**src/rtl/hazard_scoreboard.sv**
```systemverilog
// rtl/hazard_scoreboard.sv - load-use hazard detection with stall/flush control and event counters
module hazard_scoreboard #(
  parameter int CNT_W  = 16,
  parameter int REG_AW = 5
) (
  input  logic              clk,
  input  logic              reset,
  input  logic              id_valid,
  input  logic [REG_AW-1:0] id_rs1,
  input  logic [REG_AW-1:0] id_rs2,
  input  logic              id_uses_rs2,
  input  logic [REG_AW-1:0] id_rd,
  input  logic              id_regwrite,
  input  logic              id_memread,
  input  logic              ex_branch_taken,
  output logic              stall,
  output logic              pc_write,
  output logic              if_id_write,
  output logic              id_ex_flush,
  output logic              if_id_flush,
  output logic [REG_AW-1:0] ex_mem_rd_q,
  output logic [REG_AW-1:0] mem_wb_rd_q,
  output logic [CNT_W-1:0]  stall_count,
  output logic [CNT_W-1:0]  flush_count
);

  typedef struct packed {
    logic              valid;
    logic [REG_AW-1:0] rd;
    logic              regwrite;
    logic              memread;
  } slot_t;

  localparam logic [CNT_W-1:0] CNT_MAX = '1;

  slot_t            ex_q, mem_q, wb_q;
  slot_t            ex_d;
  logic             haz;
  logic             flush_ex;
  logic [CNT_W-1:0] stall_cnt_q, flush_cnt_q;

  // A load in EX whose result an ID source needs cannot be forwarded in time.
  always_comb begin
    haz = id_valid & ex_q.valid & ex_q.memread & ex_q.regwrite & (ex_q.rd != '0) &
          ((ex_q.rd == id_rs1) | (id_uses_rs2 & (ex_q.rd == id_rs2)));
  end

  // A taken branch wins over a stall: the ID instruction is wrong-path and gets squashed.
  assign stall       = haz & ~ex_branch_taken & ~reset;
  assign pc_write    = ~stall;
  assign if_id_write = ~stall;
  assign flush_ex    = stall | (ex_branch_taken & ~reset);
  assign id_ex_flush = flush_ex;
  assign if_id_flush = ex_branch_taken & ~reset;

  assign ex_mem_rd_q = (~reset & mem_q.valid & mem_q.regwrite) ? mem_q.rd : '0;
  assign mem_wb_rd_q = (~reset & wb_q.valid & wb_q.regwrite) ? wb_q.rd : '0;
  assign stall_count = reset ? '0 : stall_cnt_q;
  assign flush_count = reset ? '0 : flush_cnt_q;

  // Next EX slot: the ID instruction, or a bubble when ID is empty or flushed.
  always_comb begin
    ex_d = '0;
    if (id_valid & ~flush_ex) begin
      ex_d.valid    = 1'b1;
      ex_d.rd       = id_rd;
      ex_d.regwrite = id_regwrite;
      ex_d.memread  = id_memread;
    end
  end

  // Advance the shadow pipeline and bump the saturating event counters.
  always_ff @(posedge clk) begin
    if (reset) begin
      ex_q        <= '0;
      mem_q       <= '0;
      wb_q        <= '0;
      stall_cnt_q <= '0;
      flush_cnt_q <= '0;
    end else begin
      wb_q  <= mem_q;
      mem_q <= ex_q;
      ex_q  <= ex_d;
      if (stall && (stall_cnt_q != CNT_MAX)) begin
        stall_cnt_q <= stall_cnt_q + CNT_W'(1);
      end
      if (ex_branch_taken && (flush_cnt_q != CNT_MAX)) begin
        flush_cnt_q <= flush_cnt_q + CNT_W'(1);
      end
    end
  end

endmodule

```
**config.mk**
```make
export PLATFORM = sky130hd
export DESIGN_NAME = hazard_scoreboard
export DESIGN_NICKNAME = d
export VERILOG_FILES = /design/src/rtl/hazard_scoreboard.sv
export SDC_FILE = /design/constraint.sdc
export NUM_CORES = 1
export LEC_CHECK = 0
export ABC_AREA = 1
export CAP_MARGIN = 20
export CORE_ASPECT_RATIO = 0.6
export CORE_UTILIZATION = 40
export DETAILED_ROUTE_END_ITERATION = 12
export PLACE_DENSITY = 0.67
export SYNTH_ARGS = -nofsm -noshare
export SYNTH_HDL_FRONTEND = slang
export SYNTH_SLANG_ARGS = --single-unit
```
**constraint.sdc**
```tcl
create_clock -name clk -period 2.1 [get_ports clk]
set_input_delay 0.63 -clock clk [delete_from_list [all_inputs] [get_ports clk]]
set_output_delay 0.63 -clock clk [all_outputs]
set_load 0.05 [all_outputs]
```
* Word level (Yosys, flattened, before mapping) *
Index checks and enable logic that the tools add are counted.

storage, ports and cells
  bits in registers = 54
  input port bits = 22
  output and inout port bits = 47
  logic and storage cells = 48

operators by class
  $add $sub $neg = 2
  eq/ne operators = 4
  mux-type cells = 5
  bitwise gates (word level) = 21
  reductions and logical operators = 4

operator list
  kind                                                             number
  16-bit by 1-bit adder with 16-bit output, second input constant  2
  16-bit 2-to-1 mux                                                2
  16-bit inequality test, second input constant                    2
  1-bit AND                                                        14
  5-bit equality test                                              2
  5-bit 2-to-1 mux                                                 2
  8-bit 2-to-1 mux                                                 1
  1-bit inverter                                                   5
  5-bit nonzero test                                               1
  1-bit logical AND                                                2
  1-bit OR                                                         2
  2-bit OR reduction                                               1

* Logic depth before layout (Yosys ltp) *
  depth after elaboration = 12
  gate-level depth with buffers = 12
  gate-level depth less buffers = 12

* Least setup slack after synthesis *
OpenSTA, ideal clock, no wires.

  path type = input port to output port
  start point = in reset
  end point = out id_ex_flush
  arrival = 2.052 ns
  required time = 1.470 ns
  setup slack = -0.582 ns
  stages on the path = 3
  buffers on the path = 2
  path through = buf_6 clkbuf_1 o21ai_0

between the ends
  cells in the longest elaborated chain, start to end = 3
  elaborated cells between the ends (all ways) = 4
  classes of those cells = bitwise (4)

RTL lines
  item                          RTL line  source
  from (decl)                   7         input logic reset,
  1-bit inverter (*)            49, 52
  1-bit AND (on tied branches)  49, 52
  1-bit OR (*)                  52        assign flush_ex = stall | (ex_branch_taken & ~reset);
  to (decl)                     19        output logic id_ex_flush,

Every way passes the cells marked *; elsewhere a longest branch is shown, timed or not.

* Final worst setup path *
  start point = in id_rs2[0]
  end point = out id_ex_flush

between the ends
  cells in the longest elaborated chain, start to end = 7

RTL lines
  item                    RTL line  source
  from (decl)             10        input logic [REG_AW-1:0] id_rs2,
  5-bit equality test     45        ((ex_q.rd == id_rs1) | (id_uses_rs2 & (ex_q.rd == id_rs2)));
  1-bit AND               45
  1-bit OR                45
  1-bit AND               44        haz = id_valid & ex_q.valid & ex_q.memread & ex_q.regwrite & (ex_q.rd != '0) &
  1-bit AND (2 in a row)  49        assign stall = haz & ~ex_branch_taken & ~reset;
  1-bit OR                52

No other way between the ends.

==> results.md <==
- CTS Sinks: 54
- Ranking of synthesized cells by area: dfxtp_1, nor2_1, nand2_1
- Max_cap viols: 0
- Worst min path class: reg2reg
- TritonRoute pass-1 iters: 4
- GRT Overall Usage: 20.3%
- Via density: 4.82
- Root buffer cell: clkbuf_16
- FF-to-FF Start: flush_cnt_q[1]$_SDFFE_PP0P_
- FF-to-FF path depth: 8
- Least-Margin Pin Slew: 477 ps
- Synth Area per Inst: 6.30 sq um
- Starting Density: 42.1%
- Final Cell Area: 0.00454 sq mm
- Post-synthesis mux area share: 0%
- Htree depth: 2
- Adder-cell share of the synthesized area: 0.879%
- Max Buffers Root-to-Sink: 2
- Largest net degree at the start of global routing: 21
- Cell Pwr Density: 467 mW/mm^2
- Vias in the first global route: 2,631
- Post-Syn Instances: 452
- Final Power: 2.12 mW
- Die H: 67.3 um
- Setup ws final: -66.1 ps
- Vias: 3,016
- Synth Net Count: 476
- Remaining global-route overflow: 0
- CTS tree: built
- Syn Std Cell Area: 0.00285 sq mm
- Setup_tns: -103 ps
- Count leader, synth: nor2_1
- XOR/XNOR share of the synthesized area: 0.923%
- Yosys cell types: 31
- Hold Violations, Final: 0
- Yosys top cell area share: 38.0%
- Final Non-Filler Cells: 626
- CP required: 1470 ps
- Synth warnings: 0
- Outcome: finished, violations left
- First-pass GRT wire length: 12.3 mm
- Worst vdd ir: 356 uV
- Max_slew headroom: 68.1%
- Post-route ant nets: 0
- Max-slew violations: 0
- Post-synth EDFFs: 0
- Initial antenna violation count: 0
- Core Rows: 23
- Hold Crit Depth: 2
- Startpoint types: input port
- Worst EP arrival: 1540 ps
- CP Max Fanout: 7
- Share of layout cells above drive strength 1: 33.4%
- Post-DP HPWL: 5.96 mm
- Drt first-iter violations: 159
- Final setup viols: 5
- Input/output buffers: 68
- Period utilisation layout: 103%
- Worst Hold End: wb_q[1]$_SDFF_PP0_
- Nets@finish: 562
- Main flop type after synthesis: dfxtp_1
- Top cell type by total area after synthesis: dfxtp_1
- Worst-skew pair later-pin latency: 290 ps
- FF+latch count, synth: 54
- Clock Pin Slew Worst Setup and Hold Paths: 70 ps
- Post-Route WL: 7.57 mm
- CTS Buf Count: 5
- CP Capture Type: primary output
- GP Congestion: 0.913
- Part of the Yosys area used for sequential elements: 38.0%
- Core Area: 0.00676 sq mm
- Top Ports: 69
- Lkg Pwr: 1.79 nW
- Drt wl/cell: 12.1 um
- Reg2Reg Setup Slack: 340 ps
- Ant diodes: 0
- # DRC: 0
- Die area: 0.00747 sq mm
- Top post-synthesis cells by count: nor2_1, nand2_1, inv_1
- Min Tclk post-route: 2170 ps
- Compound-cell area share of the yosys netlist: 6.37%
- Post-Synth Simple-Gate Area: 40.4%
- Hold path startpoint: mem_q[1]$_SDFF_PP0_
- CTS Hold Buffers Added: 0
- Asr flop ratio synth: 0%
- F_max: 462 MHz
- RSZ-0062 raised after global routing: yes
- RR Endpoint: flush_cnt_q[12]$_SDFFE_PP0P_
- Failing checks: negative setup slack
- Clk_skew: 4.24 ps
- Largest family of logic cells by synthesized area: simple AND/OR/NAND/NOR gates
- Placed cells: 614
- Placement Cell Area: 0.00426 sq mm
- Area grow syn2layout: 59.5%
- Kind of critical path: in2out
- Die outline width: 111 um
==> what timing repair did <==
| action | CTS | global route |
|---|---|---|
| gates cloned | 0 | 1 |
| endpoints found under the setup margin | 10 | 24 |
| setup buffers | 3 | 0 |
| gates resized for setup | 63 | 38 |
| pin swaps | 26 | 11 |
| endpoints found under the hold margin | 0 | 0 |
==> how the worst max path moves through the flow <==
stage	cells after the start	from	to	slack (ps)
6_report	9	id_rs2[0]	id_ex_flush	-70
5_1_grt	10	id_rs2[2]	id_ex_flush	-140
4_1_cts	10	id_rs1[3]	id_ex_flush	-70
3_5_place_dp	10	id_rs1[4]	id_ex_flush	-510
3_3_place_gp	10	id_rs1[4]	id_ex_flush	-490
2_1_floorplan	4	reset	ex_mem_rd_q[0]	-160
==> cell type report <==
class                   instances  area (sq um)
well taps                      87           109
repair buffers                 90          1100
clock inverters                 1          8.76
multi-input cells             301          1750
fillers                       575          2220
clock buffers                   7           143
inverters                      86           333
flip-flops and latches         54          1090
==> worst max-delay path: stages <==
cell     delay [ps]
buf_6           100
nand2_2          60
nand2_2          60
nor2_2          100
nand3_1          90
nand2_2         150
nand2_8         100
o21ai_4          90
buf_12          150
==> logic make-up (layout without fill, tap and decap cells) <==
logic type / count (synthesis) / count (layout)
AO/OA/AOI/OAI: 35 / 35
XOR/XNOR: 3 / 3
adder cells (fa/ha/maj): 2 / 2
buffers and inverters: 97 / 184
flip-flops: 54 / 54
AND/OR/NAND/NOR: 261 / 261
==> layout by cell type, fill, tap and decap left out, drive strengths merged <==
cell type | Yosys | final
inv | 86 | 87
nand3 | 22 | 22
clkbuf | 7 | 8
nand4 | 13 | 13
a31oi | 1 | 1
xor2 | 2 | 2
o21ai | 18 | 18
buf | 4 | 81
clkdlybuf4s50 | 0 | 7
nand2 | 95 | 95
nor4 | 2 | 2
nor3b | 2 | 2
clkdlybuf4s15 | 0 | 1
ha | 2 | 2
dfxtp | 54 | 54
nor2 | 114 | 114
a21oi | 14 | 14
xnor2 | 1 | 1
o21bai | 1 | 1
a211oi | 1 | 1
nor3 | 13 | 13
==> power by group <==
group / switching [mW] / total [mW] / internal [mW]
clock: 0.366 / 0.846 / 0.480
combinational: 0.134 / 0.233 / 0.0999
sequential: 0.00919 / 1.04 / 1.03
total: 0.508 / 2.12 / 1.61
==> layer usage <==
metal	wire length (um)	vias up	track usage (%)
met2	3220	96	31.3
met5	0	-	0
met3	569	0	5.39
met1	3780	1360	29.3
li1	-	1560	-
met4	0	0	2.00
==> sequential cells by signal, indices dropped and copies added, names as in the netlist <==
| name | flops |
|---|---|
| wb_q | 7 |
| flush_cnt_q | 16 |
| ex_q | 8 |
| mem_q | 7 |
| stall_cnt_q | 16 |
==> stage by stage <==
step                hold WS [ps]  setup WS [ps]  util (%)
floorplan                    400           -158         -
global placement             409           -487      62.9
detailed placement           409           -515      62.9
CTS                          427          -74.7      65.3
global route                 448           -141      67.1
finish                       436          -66.1      67.1
Power figures use the tool's default switching activity.
